===== config.mk =====
export PLATFORM = sky130hd
export DESIGN_NAME = instr_fetch_queue_flat
export DESIGN_NICKNAME = d
export VERILOG_FILES = /design/src/rtl/instr_fetch_queue_pkg.sv /design/src/rtl/instr_fetch_queue_if.sv /design/src/rtl/instr_fetch_queue_fetch_fifo.sv /design/src/rtl/instr_fetch_queue.sv /design/src/flat_wrapper.sv
export SDC_FILE = /design/constraint.sdc
export NUM_CORES = 1
export LEC_CHECK = 0
export CELL_PAD_IN_SITES_DETAIL_PLACEMENT = 2
export CELL_PAD_IN_SITES_GLOBAL_PLACEMENT = 2
export CORE_UTILIZATION = 30
export DETAILED_ROUTE_END_ITERATION = 12
export PLACE_DENSITY = 0.68
export SYNTH_ARGS = -nofsm -noshare
export SYNTH_HDL_FRONTEND = slang
export SYNTH_SLANG_ARGS = --single-unit

===== constraint.sdc =====
create_clock -name clk -period 8.9 [get_ports clk]
set_input_delay 0.89 -clock clk [delete_from_list [all_inputs] [get_ports clk]]
set_output_delay 0.89 -clock clk [all_outputs]
set_load 0.005 [all_outputs]

===== src/rtl/instr_fetch_queue_pkg.sv =====
// rtl/instr_fetch_queue_pkg.sv - shared widths, defaults and fetch entry layout
// Purpose: constants and types shared by the fetch queue, its FIFO and the decode stage.
// Ports: none (package).
package instr_fetch_queue_pkg;

  localparam int IW            = 16;  // instruction width
  localparam int AW            = 16;  // byte address width
  localparam int DEPTH_DEFAULT = 4;   // default FIFO entries

  localparam logic [AW-1:0] PC_INC = AW'(2);

  // Fetch entry as seen by decode: PC in the upper half, instruction below.
  typedef struct packed {
    logic [AW-1:0] pc;
    logic [IW-1:0] instr;
  } fetch_entry_t;

endpackage


===== src/rtl/instr_fetch_queue_if.sv =====
// rtl/instr_fetch_queue_if.sv - memory and decode handshake bundle for the fetch queue
// Purpose: groups the instruction-memory req/ack bus, the decode valid/ready bus and redirect.
// Ports (master = fetch queue side):
//   imem_req/imem_addr out, imem_ack/imem_rdata in   - instruction memory
//   ir/ir_pc/ir_valid out, ir_ready in               - decode/execute
//   redirect/redirect_pc in                          - branch resolution
interface instr_fetch_queue_if;
  import instr_fetch_queue_pkg::*;

  logic          imem_req;
  logic [AW-1:0] imem_addr;
  logic          imem_ack;
  logic [IW-1:0] imem_rdata;
  logic [IW-1:0] ir;
  logic [AW-1:0] ir_pc;
  logic          ir_valid;
  logic          ir_ready;
  logic          redirect;
  logic [AW-1:0] redirect_pc;

  modport master (
    output imem_req, imem_addr, ir, ir_pc, ir_valid,
    input  imem_ack, imem_rdata, ir_ready, redirect, redirect_pc
  );

  modport slave (
    input  imem_req, imem_addr, ir, ir_pc, ir_valid,
    output imem_ack, imem_rdata, ir_ready, redirect, redirect_pc
  );

endinterface


===== src/rtl/instr_fetch_queue_fetch_fifo.sv =====
// rtl/instr_fetch_queue_fetch_fifo.sv - synchronous FIFO of fetch entries with flush
// Purpose: buffers {pc, instr} entries between instruction memory and decode.
// Ports:
//   clk, rst_n        - clock, asynchronous active-low reset
//   push, push_data   - write one entry (ignored when full or flushing)
//   pop               - drop the head entry (ignored when empty or flushing)
//   flush             - empty the FIFO and reset the pointers
//   count             - number of stored entries
//   head              - head entry; holds the last shown head while empty
module fetch_fifo
  import instr_fetch_queue_pkg::*;
#(
  parameter int DEPTH = DEPTH_DEFAULT
) (
  input  logic                     clk,
  input  logic                     rst_n,
  input  logic                     push,
  input  fetch_entry_t             push_data,
  input  logic                     pop,
  input  logic                     flush,
  output logic [$clog2(DEPTH):0]   count,
  output fetch_entry_t             head
);

  localparam int PW = $clog2(DEPTH);

  fetch_entry_t  mem [DEPTH];
  fetch_entry_t  last_q;
  logic [PW-1:0] wr_ptr;
  logic [PW-1:0] rd_ptr;
  logic          do_push;
  logic          do_pop;

  assign do_push = push & (count != (PW+1)'(DEPTH));
  assign do_pop  = pop & (count != '0);

  // Once empty, decode keeps seeing the last entry it was shown.
  assign head = (count != '0) ? mem[rd_ptr] : last_q;

  always_ff @(posedge clk or negedge rst_n) begin
    if (!rst_n) begin
      wr_ptr <= '0;
      rd_ptr <= '0;
      count  <= '0;
      last_q <= '0;
    end else begin
      if (count != '0) last_q <= mem[rd_ptr];
      if (flush) begin
        wr_ptr <= '0;
        rd_ptr <= '0;
        count  <= '0;
      end else begin
        if (do_push) wr_ptr <= wr_ptr + PW'(1);
        if (do_pop)  rd_ptr <= rd_ptr + PW'(1);
        case ({do_push, do_pop})
          2'b10:   count <= count + (PW+1)'(1);
          2'b01:   count <= count - (PW+1)'(1);
          default: count <= count;
        endcase
      end
    end
  end

  always_ff @(posedge clk) begin
    if (do_push && !flush) mem[wr_ptr] <= push_data;
  end

endmodule


===== src/rtl/instr_fetch_queue.sv =====
// rtl/instr_fetch_queue.sv - instruction fetch with req/ack memory bus and decode queue
// Purpose: issues sequential fetches, buffers returned words with their PCs, and
//          flushes/refetches on a branch redirect.
// Ports:
//   clk, rst_n - clock, asynchronous active-low reset
//   bus        - instr_fetch_queue_if.master (memory bus, decode bus, redirect)
module instr_fetch_queue
  import instr_fetch_queue_pkg::*;
#(
  parameter int            DEPTH    = DEPTH_DEFAULT,
  parameter logic [AW-1:0] PC_RESET = 16'h0000
) (
  input logic                 clk,
  input logic                 rst_n,
  instr_fetch_queue_if.master bus
);

  localparam int CW = $clog2(DEPTH) + 1;

  logic [AW-1:0] fetch_pc;
  logic [AW-1:0] addr_q;       // address of the request in flight
  logic          outstanding;
  logic          discard;      // in-flight completion belongs to a flushed stream
  logic [CW-1:0] count;
  fetch_entry_t  head;
  fetch_entry_t  push_data;
  logic          req;
  logic          accept;
  logic          push;
  logic          pop;
  logic          space;

  // Only issue when the word is guaranteed a slot; an in-flight request is
  // always held until acked, even across a redirect. Reset forces req low.
  assign space  = count < CW'(DEPTH);
  assign req    = rst_n & (outstanding | (space & ~bus.redirect));
  assign accept = req & bus.imem_ack;
  assign push   = accept & ~discard & ~bus.redirect;
  assign pop    = bus.ir_valid & bus.ir_ready;

  assign push_data = '{pc: fetch_pc, instr: bus.imem_rdata};

  assign bus.imem_req  = req;
  assign bus.imem_addr = outstanding ? addr_q : fetch_pc;
  assign bus.ir_valid  = (count != '0);
  assign bus.ir        = head.instr;
  assign bus.ir_pc     = head.pc;

  fetch_fifo #(.DEPTH(DEPTH)) u_fifo (
    .clk       (clk),
    .rst_n     (rst_n),
    .push      (push),
    .push_data (push_data),
    .pop       (pop),
    .flush     (bus.redirect),
    .count     (count),
    .head      (head)
  );

  always_ff @(posedge clk or negedge rst_n) begin
    if (!rst_n) begin
      fetch_pc    <= PC_RESET;
      addr_q      <= PC_RESET;
      outstanding <= 1'b0;
      discard     <= 1'b0;
    end else begin
      outstanding <= req & ~bus.imem_ack;
      addr_q      <= bus.imem_addr;

      if (bus.redirect)
        fetch_pc <= bus.redirect_pc & ~AW'(1);
      else if (push)
        fetch_pc <= fetch_pc + PC_INC;

      // A redirect can only see req high here because of an in-flight
      // request; its eventual data must be thrown away.
      if (bus.redirect && req && !bus.imem_ack)
        discard <= 1'b1;
      else if (accept)
        discard <= 1'b0;
    end
  end

endmodule


===== src/flat_wrapper.sv =====
// flat-port wrapper written by rule: the top's interface ports become plain ports
module instr_fetch_queue_flat import instr_fetch_queue_pkg::*;
#(
  parameter int            DEPTH    = DEPTH_DEFAULT,
  parameter logic [AW-1:0] PC_RESET = 16'h0000
)
  (clk, rst_n, bus_imem_req, bus_imem_addr, bus_ir, bus_ir_pc, bus_ir_valid, bus_imem_ack, bus_imem_rdata, bus_ir_ready, bus_redirect, bus_redirect_pc);
  instr_fetch_queue_if bus_i ();
  input logic clk;
  input logic rst_n;
  output wire logic [$bits(bus_i.imem_req)-1:0] bus_imem_req;
  output wire logic [$bits(bus_i.imem_addr)-1:0] bus_imem_addr;
  output wire logic [$bits(bus_i.ir)-1:0] bus_ir;
  output wire logic [$bits(bus_i.ir_pc)-1:0] bus_ir_pc;
  output wire logic [$bits(bus_i.ir_valid)-1:0] bus_ir_valid;
  input wire logic [$bits(bus_i.imem_ack)-1:0] bus_imem_ack;
  input wire logic [$bits(bus_i.imem_rdata)-1:0] bus_imem_rdata;
  input wire logic [$bits(bus_i.ir_ready)-1:0] bus_ir_ready;
  input wire logic [$bits(bus_i.redirect)-1:0] bus_redirect;
  input wire logic [$bits(bus_i.redirect_pc)-1:0] bus_redirect_pc;
  assign bus_imem_req = bus_i.imem_req;
  assign bus_imem_addr = bus_i.imem_addr;
  assign bus_ir = bus_i.ir;
  assign bus_ir_pc = bus_i.ir_pc;
  assign bus_ir_valid = bus_i.ir_valid;
  assign bus_i.imem_ack = bus_imem_ack;
  assign bus_i.imem_rdata = bus_imem_rdata;
  assign bus_i.ir_ready = bus_ir_ready;
  assign bus_i.redirect = bus_redirect;
  assign bus_i.redirect_pc = bus_redirect_pc;
  instr_fetch_queue #(.DEPTH(DEPTH), .PC_RESET(PC_RESET)) u_core (.clk(clk), .rst_n(rst_n), .bus(bus_i));
endmodule

## After elaboration in Yosys (flattened, before gate mapping)

Memory sizes are Yosys's and may differ from the RTL's.
Index checks and enable logic that the tools add are counted.

- Register bits after elaboration: 73
- Latch bits: 0
- Bits in writable memories: 128
- ROM bits: 0
- Input port bits: 37
- Output and inout port bits: 50
- Word-level logic and storage cells: 57
- Memories: 1

- $add $sub $neg: 5
- $mul: 0
- Div/mod/pow operators: 0
- Order comparisons: 1
- Equality and inequality tests: 3
- Shifts and indexed selects: 0
- Mux-type cells: 14
- Bitwise operators: 13
- Reduce and logical (&&, ||, !) cells: 11

Memories:

| name | depth | width | rd ports | clocked after Yosys merged registers in | wr ports | RTL line | source |
|---|---|---|---|---|---|---|---|
| u_core.u_fifo.mem | 4 | 32 | 1 | 0 | 1 | instr_fetch_queue_fetch_fifo.sv:27 | `fetch_entry_t mem [DEPTH];` |

Operators with widths:

| cell | number |
|---|---|
| 16-bit two-way mux | 3 |
| 32-bit two-way mux | 1 |
| 16-bit by 2-bit adder with 16-bit output (second input constant) | 1 |
| 1-bit bitwise AND | 9 |
| 2-bit two-way mux | 4 |
| 2-bit nonzero test | 4 |
| 3-bit one-hot mux with 2 select lines | 1 |
| 3-bit nonzero test | 2 |
| 2-bit by 1-bit adder with 2-bit output (second input constant) | 2 |
| 1-bit two-way mux | 4 |
| 3-bit by 1-bit adder with 3-bit output (second input constant) | 1 |
| 1-bit logical AND | 3 |
| 3-bit < comparator (second input constant) | 1 |
| 3-bit two-way mux | 1 |
| 3-bit != test (second input constant) | 1 |
| 1-bit inverter | 3 |
| 3-bit by 1-bit subtractor with 3-bit output (second input constant) | 1 |
| 2-bit by 1-bit equality test with 1-bit output (second input constant) | 1 |
| 2-bit equality test (second input constant) | 1 |
| 1-bit logical NOT | 2 |
| 1-bit OR | 1 |

## Depth between registers and ports, before layout

Gate-level depths: netlist of the first run.

- Word-level depth: 11
- Mapped depth: 9
- Gate-level depth less buffers: 7

## By module

A second synthesis of the first run with hierarchy kept.

- Cells, all modules: 451
- Area total of the unflattened synthesis: 8,044.0 um^2

By module, submodules not included:

| module | instances | cells an instance | area an instance (um^2) | sequential area each (um^2) |
|---|---|---|---|---|
| fetch_fifo | 1 | 300 | 6,391.1 | 4,819.6 |
| instr_fetch_queue | 1 | 151 | 1,652.8 | 825.8 |

## Least setup slack after synthesis of the first run

OpenSTA, ideal clock, no wires.

- Kind: input-to-reg
- From: input port bus_imem_ack
- To: register u_core.u_fifo.count[2]
- Library setup time: 0.082 ns
- Arrival: 3.420 ns
- Path slack: 5.398 ns
- Cell stages on the path: 8
- Path buffers: 1
- Cells stage by stage: nand3b_1 a2111oi_1 clkbuf_1 nor2_1 fa_1 or4b_2 a21o_1 a31oi_1

- Cells in the longest elaborated chain, start to end: 7
- Elaborated cells on any way between the ends: 9
- Those cells by class: eq/ne: 2; mux: 2; bitwise: 4; reduce/logical: 1

Ends and longest elaborated chain:

| element | RTL line | source |
|---|---|---|
| start, declared | flat_wrapper.sv:16 | `input wire logic [$bits(bus_i.imem_ack)-1:0] bus_imem_ack;` |
| 1-bit bitwise AND (*) | instr_fetch_queue.sv:37 | `assign accept = req & bus.imem_ack;` |
| 1-bit bitwise AND (*) (2 in series) | instr_fetch_queue.sv:38 | `assign push = accept & ~discard & ~bus.redirect;` |
| 1-bit bitwise AND (*) | instr_fetch_queue_fetch_fifo.sv:34 | `assign do_push = push & (count != (PW+1)'(DEPTH));` |
| 2-bit by 1-bit equality test with 1-bit output / 2-bit equality test (equally long branches) | instr_fetch_queue_fetch_fifo.sv:55 | `case ({do_push, do_pop})` |
| 3-bit one-hot mux with 2 select lines | instr_fetch_queue_fetch_fifo.sv:55 |  |
| 3-bit two-way mux | instr_fetch_queue_fetch_fifo.sv:48 | `if (flush) begin` |
| end signal, assigned | instr_fetch_queue_fetch_fifo.sv:56 | `2'b10: count <= count + (PW+1)'(1);` |
| end signal, assigned | instr_fetch_queue_fetch_fifo.sv:57 | `2'b01: count <= count - (PW+1)'(1);` |
| end signal, assigned | instr_fetch_queue_fetch_fifo.sv:58 | `default: count <= count;` |
| end, declared | instr_fetch_queue_fetch_fifo.sv:21 | `output logic [$clog2(DEPTH):0] count,` |

Mark *: on every way between the ends. The rest lies on a longest branch, timed or not.
A chain may end at the register's enable or synchronous reset.

## Worst setup path after layout of the first run

- From: input port rst_n
- To: register u_core.u_fifo.count[2]

- Cells in the longest elaborated chain, start to end: 8
- Elaborated cells on any way between the ends: 10
- Those cells by class: eq/ne: 2; mux: 2; bitwise: 5; reduce/logical: 1

Ends and longest elaborated chain:

| element | RTL line | source |
|---|---|---|
| start, declared | flat_wrapper.sv:10 | `input logic rst_n;` |
| 1-bit bitwise AND (*) | instr_fetch_queue.sv:36 | `assign req = rst_n & (outstanding \| (space & ~bus.redirect));` |
| 1-bit bitwise AND (*) | instr_fetch_queue.sv:37 |  |
| 1-bit bitwise AND (*) (2 in series) | instr_fetch_queue.sv:38 |  |
| 1-bit bitwise AND (*) | instr_fetch_queue_fetch_fifo.sv:34 |  |
| 2-bit by 1-bit equality test with 1-bit output / 2-bit equality test (equally long branches) | instr_fetch_queue_fetch_fifo.sv:55 |  |
| 3-bit one-hot mux with 2 select lines | instr_fetch_queue_fetch_fifo.sv:55 |  |
| 3-bit two-way mux | instr_fetch_queue_fetch_fifo.sv:48 |  |

Marked as above.

==> metrics.md, run 1 <==
| Metric | Value |
|---|---|
| Result of the run | `completed` |
| CTS tree | `yes` |
| Total Neg Setup Slack | `0 ns` |
| Commonest register cell after synthesis | `edfxtp_1` |
| # resized after CTS | `0` |
| Vias/cell | `4.786` |
| Num rows | `58` |
| # IOs | `87` |
| Sw Pwr | `between 0.6 and 0.7 mW` |
| Post-Syn Instances | `a little under 500` |
| # diodes | `0` |
| Post-Layout Cell Count | `between 900 and 1,000` |
| Crit-path max cell delay | `0.70 ns` |
| Layout area overhead | `23.50%` |
| Global route overflow | `0` |
| RSZ-0062 raised after global routing | `false` |
| Final Cycle Share | `0.4194` |
| Die width | `around 160 µm` |
| Hold Path Class | `primary input to asynchronous set/reset pin` |
| Final #Nets | `625` |
| DR WL/cell | `19.44 µm` |
| Ys Warns | `0` |
| P_leak | `3.405 nW` |
| DR iter-0 viols | `~130` |
| Max_cap viols | `0` |
| Comb pwr share | `0.186` |
| Sequential area share after synthesis | `0.7176` |
| Peak Freq | `~0.27 GHz` |
| Cell Area, Synth | `7700 µm²` |
| GPL Wtd Cong | `approximately 0.73` |
| # setup viols final | `0` |
| Clk sinks | `about 200` |
| Setup bufs post-CTS | `0` |
| Rel. slew slack | `0.3835` |
| CP bufs+invs | `2` |
| WP depth | `9` |
| M1 WL | `around 7800 µm` |
| CP Capture Type | `flip-flop` |
| DRT antenna net count | `0` |
| Mean Syn Cell Area | `roughly 16 µm²` |
| Cell taking the most area after synthesis | `edfxtp_1` |
| PortBufs | `85` |
| Initial antenna violation count | `0` |
| FFs w/ async S/R, synth | `0.3673` |
| Total die area | `about 26,000 µm²` |
| Drt first pass iters | `4` |
| Most common cell on crit path | `buf_4` |
| Placement Setup Slack | `4.656 ns` |
| Crit path kind | `primary input to flip-flop` |
| Critical Path Fanout Max | `41` |
| EDFF count, synth | `about 120` |
| First-pass GRT wire length | `28,920 µm` |
| Worst IR Drop VDD | `0.0001251 V` |
| Worst skew pair latency | `0.44 ns` |
| Worst-margin pin slew | `0.9162 ns` |
| CP max-delay cell | `or4b_2` |
| Worst EP arrival | `4.08 ns` |
| Final Max Slew Viols | `0` |
| Highest metal used | `met4` |
| Routed vias | `roughly 4,400` |
| Share of the synthesized area in the top cell type | `0.4836` |
| FF-to-FF Start | `u_core.outstanding` |
| Detailed-route DRC error count | `0` |
| Reg clk slew, reported paths | `~0.07 ns` |
| Yosys reg bits | `around 200` |
| Sw frac | `0.2667` |
| Vias in the first global route | `5,040` |
| Layout cells sized above 1 | `0.1597` |
| Area contributors post-synth | `edfxtp_1 48%, dfrtp_1 23%, mux4_2 9.1%` |
| Worst endpoint required time | `~9.2 ns` |
| DPL Wire Length | `about 12,000 µm` |
| GRT Total Usage | `0.1477` |
| Family with the most delay on the worst path | `simple AND/OR/NAND/NOR gates` |
| Drt total wl | `roughly 18,000 µm` |
| Power Internal | `approximately 1.7 mW` |
| Reg2reg path depth | `8` |
| Library cells used by synthesis | `between 40 and 50` |
| Placed insts | `around 900` |
| Crit start category | `primary input` |
| Core Area | `around 25,000 µm²` |
| Clk buf depth | `2` |
| Reg power frac | `0.480` |
| Met2 wire len | `~9400 µm` |
| Minimum clock period | `roughly 3.7 ns` |
| Critical Path Source | `rst_n` |
| Syn nets | `~540` |
| Post-Route Skew | `around 0.012 ns` |
| Clk pwr share | `0.334` |
| Final setup margin | `5.167 ns` |
| Num CTS Buffers | `17` |
| Commonest non-fill, non-tap cell in the layout | `edfxtp_1` |
| Power Total | `2.327 mW` |
| Initial Util | `0.3058` |
| Most frequent cells in the layout | `124 x edfxtp_1, 113 x nand2_1, 84 x clkdlybuf4s50_1, 71 x dfrtp_1, 31 x mux4_2` |
| Root buffer cell | `clkbuf_16` |
| Worst-path cell chain | `buf_4 -> nand3b_1 -> a2111oi_1 -> buf_4 -> nor2_1 -> fa_1 -> or4b_2 -> a21o_1 -> a31oi_1` |
| Largest net degree at the start of global routing | `42` |
| Chip Height | `about 160 µm` |
| Routed length on met3 | `484 µm` |
| PwrDens | `244.8 nW/µm²` |
| Htree depth | `4` |
| Final hold vios | `0` |
| Fill cell count | `around 2,500` |
| CTS Hold Buffers Added | `0` |
==> area by class of cell <==
class                   instances  area (µm²)  area share
flip-flops and latches        196        5527      0.5812
repair buffers                 92       900.9     0.09474
well taps                     330       412.9     0.04342
multi-input cells             269        2051      0.2157
clock buffers                  18       439.2     0.04618
inverters                       6       22.52    0.002368
clock inverters                14       156.4     0.01645
==> path summary, 6_finish.rpt <==
check                      slack, ns                       end
setup / recovery                5.17    u_core.u_fifo.count[2]
hold / removal                  0.45  u_core.u_fifo.last_q[24]
setup reg to reg                5.58    u_core.u_fifo.count[2]
hold reg to reg                 0.47  u_core.u_fifo.last_q[15]
max in group asynchronous       7.44   u_core.u_fifo.rd_ptr[0]
min in group clk                0.47  u_core.u_fifo.last_q[15]
==> cell usage after synthesis (7+ instances only) <==
cell type	n
nor2_1	10
nand2_1	113
edfxtp_1	124
nand3_1	9
xnor2_1	8
mux4_2	31
o21ai_0	13
and2_1	7
clkbuf_1	14
dfrtp_1	72
mux2_2	13
==> registers in the layout, indices dropped and copies added (netlist names) <==
signal,count
u_core.u_fifo.mem,124
u_core.u_fifo.last_q,32
u_core.addr_q,16
u_core.fetch_pc,15
u_core.u_fifo.count,3
u_core.u_fifo.rd_ptr,2
u_core.u_fifo.wr_ptr,2
u_core.discard,1
u_core.outstanding,1
==> through the flow <==
step	hold slack (ns)	instance area [µm²]	util
2_1_floorplan	0.4554	7700	-
3_3_place_gp	0.4477	8914	0.3540
3_5_place_dp	0.4641	8914	0.3540
4_1_cts	0.4482	9509	0.3776
5_1_grt	0.4747	9509	0.3776
6_report	0.4459	9509	0.3776
==> power by group through the flow <==
stage	Sequential (mW)	Clock, mW	Combinational (mW)
detailed placement	1.14	0	0.446
floorplan	1.11	0	0.195
finish	1.12	0.777	0.434
global route	1.13	0.827	0.483
global placement	1.13	0	0.427
CTS	1.12	0.800	0.449
==> metal layers <==
metal	track usage	vias up
met5	0	-
met4	0.04503	0
met3	0.03064	22
met2	0.2620	67
met1	0.1797	2334
li1	-	2004
==> kinds of logic after synthesis <==
group | synth area share
DFF | 0.7176
and+or+nand+nor | 0.09799
muxes | 0.1136
AOI/OAI and AO/OA | 0.03022
buffers and inverters | 0.01739
xor gates and xnor gates | 0.01251
adders and majority gates | 0.01072
(Power assumes the default switching activity.)
==> run 2: changes to the inputs <==
PLACE_DENSITY = 0.7   (was 0.68)
clock period = 3.1 ns   (was 8.9 ns; I/O delays follow)
==> run 2 against run 1 <==
Compared with the run above:
- total power increased to 3.1 times the previous value
- critical path depth decreased by 4
- clock skew increased by 0.0019 ns
- global-route usage increased by 0.62 points
- count of clock-buffer cells in the layout increased by 1
- worst hold slack got worse by 0.44 ns
- cell count increased by 1.7%
- cell area increased by 3.2%
- largest cell class unchanged
==> metrics.md, run 2 (synthesized netlist as in run 1, its figures left out) <==
| Metric | Value |
|---|---|
| Result of the run | `completed` |
| Final Max Slew Viols | `0 (unchanged)` |
| # resized after CTS | `0 (unchanged)` |
| Worst IR Drop VDD | `0.0002967 V (+140%)` |
| Root buffer cell | `clkbuf_16` |
| Hold Path Class | `primary input to asynchronous set/reset pin` |
| Minimum clock period | `about 2.9 ns` |
| Final instance area | `9809 µm² (+3.2%)` |
| GPL Wtd Cong | `0.7310 (+0.48%)` |
| Chip Height | `162.2 µm (unchanged)` |
| Initial Util | `0.3058 (unchanged)` |
| Reg power frac | `0.450 (-0.030)` |
| Crit start category | `flip-flop` |
| Placement Setup Slack | `0.01533 ns (-4.640 ns)` |
| DRT antenna net count | `0 (unchanged)` |
| M1 WL | `8107 µm (+3.6%)` |
| Rel. slew slack | `0.6043 (+0.2208)` |
| Placed cell area | `9096 µm² (+2.0%)` |
| Vias in the first global route | `5,208 (+3.3%)` |
| # diodes | `0 (unchanged)` |
| Global route overflow | `0 (unchanged)` |
| Met2 wire len | `9922 µm (+5.2%)` |
| Core Area | `25,180 µm² (unchanged)` |
| # IOs | `87 (unchanged)` |
| Final setup margin | `0.2345 ns (-4.933 ns)` |
| Drt first pass iters | `4 (unchanged)` |
| Final Cycle Share | `0.9243` |
| First-pass GRT wire length | `30,190 µm (+4.4%)` |
| Reg2reg path depth | `7 (-1)` |
| Layout cells sized above 1 | `0.1784 (+0.01873)` |
| Num CTS Buffers | `17 (unchanged)` |
| Die width | `162.2 µm (unchanged)` |
| CTS tree | `yes` |
| CTS Hold Buffers Added | `0 (unchanged)` |
| DR WL/cell | `19.95 µm (+2.6%)` |
| CP Capture Type | `primary output` |
| Highest metal used | `met4` |
| Total Neg Setup Slack | `0 ns (unchanged)` |
| Most frequent cells in the layout | `124 x edfxtp_1, 113 x nand2_1, 84 x clkdlybuf4s50_1, 71 x dfrtp_1, 31 x mux4_2` |
| Number of flip-flops in the largest register | `124 (unchanged)` |
| Power Internal | `5.429 mW (+220%)` |
| Reg clk slew, reported paths | `0.07 ns (about the same)` |
| Setup bufs post-CTS | `0 (unchanged)` |
| Power Total | `7.138 mW (+210%)` |
| Initial antenna violation count | `0 (unchanged)` |
| Register-to-register setup slack | `0.29 ns (-5.29 ns)` |
| P_leak | `3.540 nW (+3.9%)` |
| Comb pwr share | `0.178 (-0.008)` |
| Routed vias | `4,470 (+0.97%)` |
| Worst-margin pin slew | `0.5935 ns (-0.3227 ns)` |
| Final hold vios | `0 (unchanged)` |
| Worst endpoint required time | `2.79 ns (-6.45 ns)` |
| Max_cap viols | `0 (unchanged)` |
| Core Util, Final | `0.3895 (+0.01193)` |
| Critical Path Fanout Max | `14 (-66%)` |
| Vias/cell | `4.750 (-0.75%)` |
| PortBufs | `85 (unchanged)` |
| Post-Route Skew | `0.01434 ns (+0.001926 ns)` |
| Layout area overhead | `27.40%` |
| # setup viols final | `0 (unchanged)` |
| Peak Freq | `between 0.3 and 0.4 GHz` |
| DR iter-0 viols | `166 (+33%)` |
| Commonest non-fill, non-tap cell in the layout | `edfxtp_1` |
| Total die area | `26,310 µm² (unchanged)` |
| GRT Total Usage | `0.1539 (+0.006203)` |
| FF-to-FF Start | `u_core.u_fifo.count[1]` |
| RSZ-0062 raised after global routing | `false` |
| Sw frac | `0.2394 (-0.02730)` |
| Largest reg by FF count | `u_core.u_fifo.mem` |
| Drt total wl | `18,770 µm (+4.4%)` |
| Detailed-route DRC error count | `0 (unchanged)` |
| Num rows | `58 (unchanged)` |
| Worst EP arrival | `2.56 ns (-1.52 ns)` |
| Clk sinks | `196 (unchanged)` |
| Htree depth | `4 (unchanged)` |
| Crit path kind | `flip-flop to primary output` |
| Reg-to-Reg End | `u_core.u_fifo.count[2]` |
| Routed length on met3 | `491 µm (+1.4%)` |
| Worst skew pair latency | `0.43 ns (about the same)` |
| Clk pwr share | `0.372 (+0.038)` |
| Largest net degree at the start of global routing | `40 (-4.8%)` |
| DPL Wire Length | `12,120 µm (+4.3%)` |
| PwrDens | `727.7 nW/µm² (+200%)` |
| Biggest regs | `u_core.u_fifo.mem: 124 flops, u_core.u_fifo.last_q: 32 flops, u_core.addr_q: 16 flops` |
| Final #Nets | `641 (+2.6%)` |
| Clk buf depth | `2 (unchanged)` |
| Sw Pwr | `1.709 mW (+180%)` |
run 2: cell types whose count changed in the layout (fill, tap and decap cells not counted):
cell,before,now
clkbuf_1,0,2
bufinv_16,1,8
clkinv_8,1,0
clkinvlp_4,0,3
inv_6,9,1
buf_12,0,5
inv_8,2,0
buf_4,8,19
clkbuf_8,1,0
run 2: how the worst max path moves through the flow:
stage / start / endpoint / slack, ns
after detailed placement: bus_imem_ack / u_core.u_fifo.count[2] / 0.02
after global placement: bus_imem_ack / u_core.u_fifo.count[2] / 0.08
final: u_core.u_fifo.rd_ptr[0] / bus_ir[10] / 0.23
after floorplan: u_core.discard / u_core.u_fifo.count[2] / 0.05
after CTS: u_core.u_fifo.rd_ptr[0] / bus_ir[10] / 0.16
after global routing: u_core.u_fifo.rd_ptr[0] / bus_ir[10] / 0.06
run 2: power by group through the flow:
stage	clock network, mW	registers, mW	logic (mW)
global placement	0	3.25	1.25
finish	2.66	3.21	1.27
detailed placement	0	3.27	1.30
CTS	2.72	3.22	1.31
floorplan	0	3.19	0.558
global route	2.80	3.24	1.40
run 2: cell type report:
type                    instances  area (µm²)
well taps                     330       412.9
clock inverters                13       280.3
fillers                      2478       15370
inverters                       6       22.52
flip-flops and latches        196        5527
multi-input cells             269        2051
clock buffers                  19       432.9
repair buffers                108        1084
run 2: metrics by stage:
| stage | std cells | hold WS [ns] |
|---|---|---|
| floorplan | 495 | 0.01441 |
| global placement | 909 | 0.4496 |
| detailed placement | 909 | 0.4650 |
| CTS | 941 | 0.01659 |
| global route | 941 | 0.03616 |
| finish | 941 | 0.01029 |
run 2: critical path, cell delays in order, from the launching register on:
cell and delay (ns):
dfrtp_2 0.70, buf_4 0.30, mux4_2 0.53, nand2_1 0.08, nand2_1 0.07, clkdlybuf4s50_1 0.44
run 2: per-layer routing:
metal	track usage	up-vias
li1	-	2031
met1	0.1921	2345
met2	0.2690	79
met3	0.02886	15
met4	0.04846	0
met5	0	-
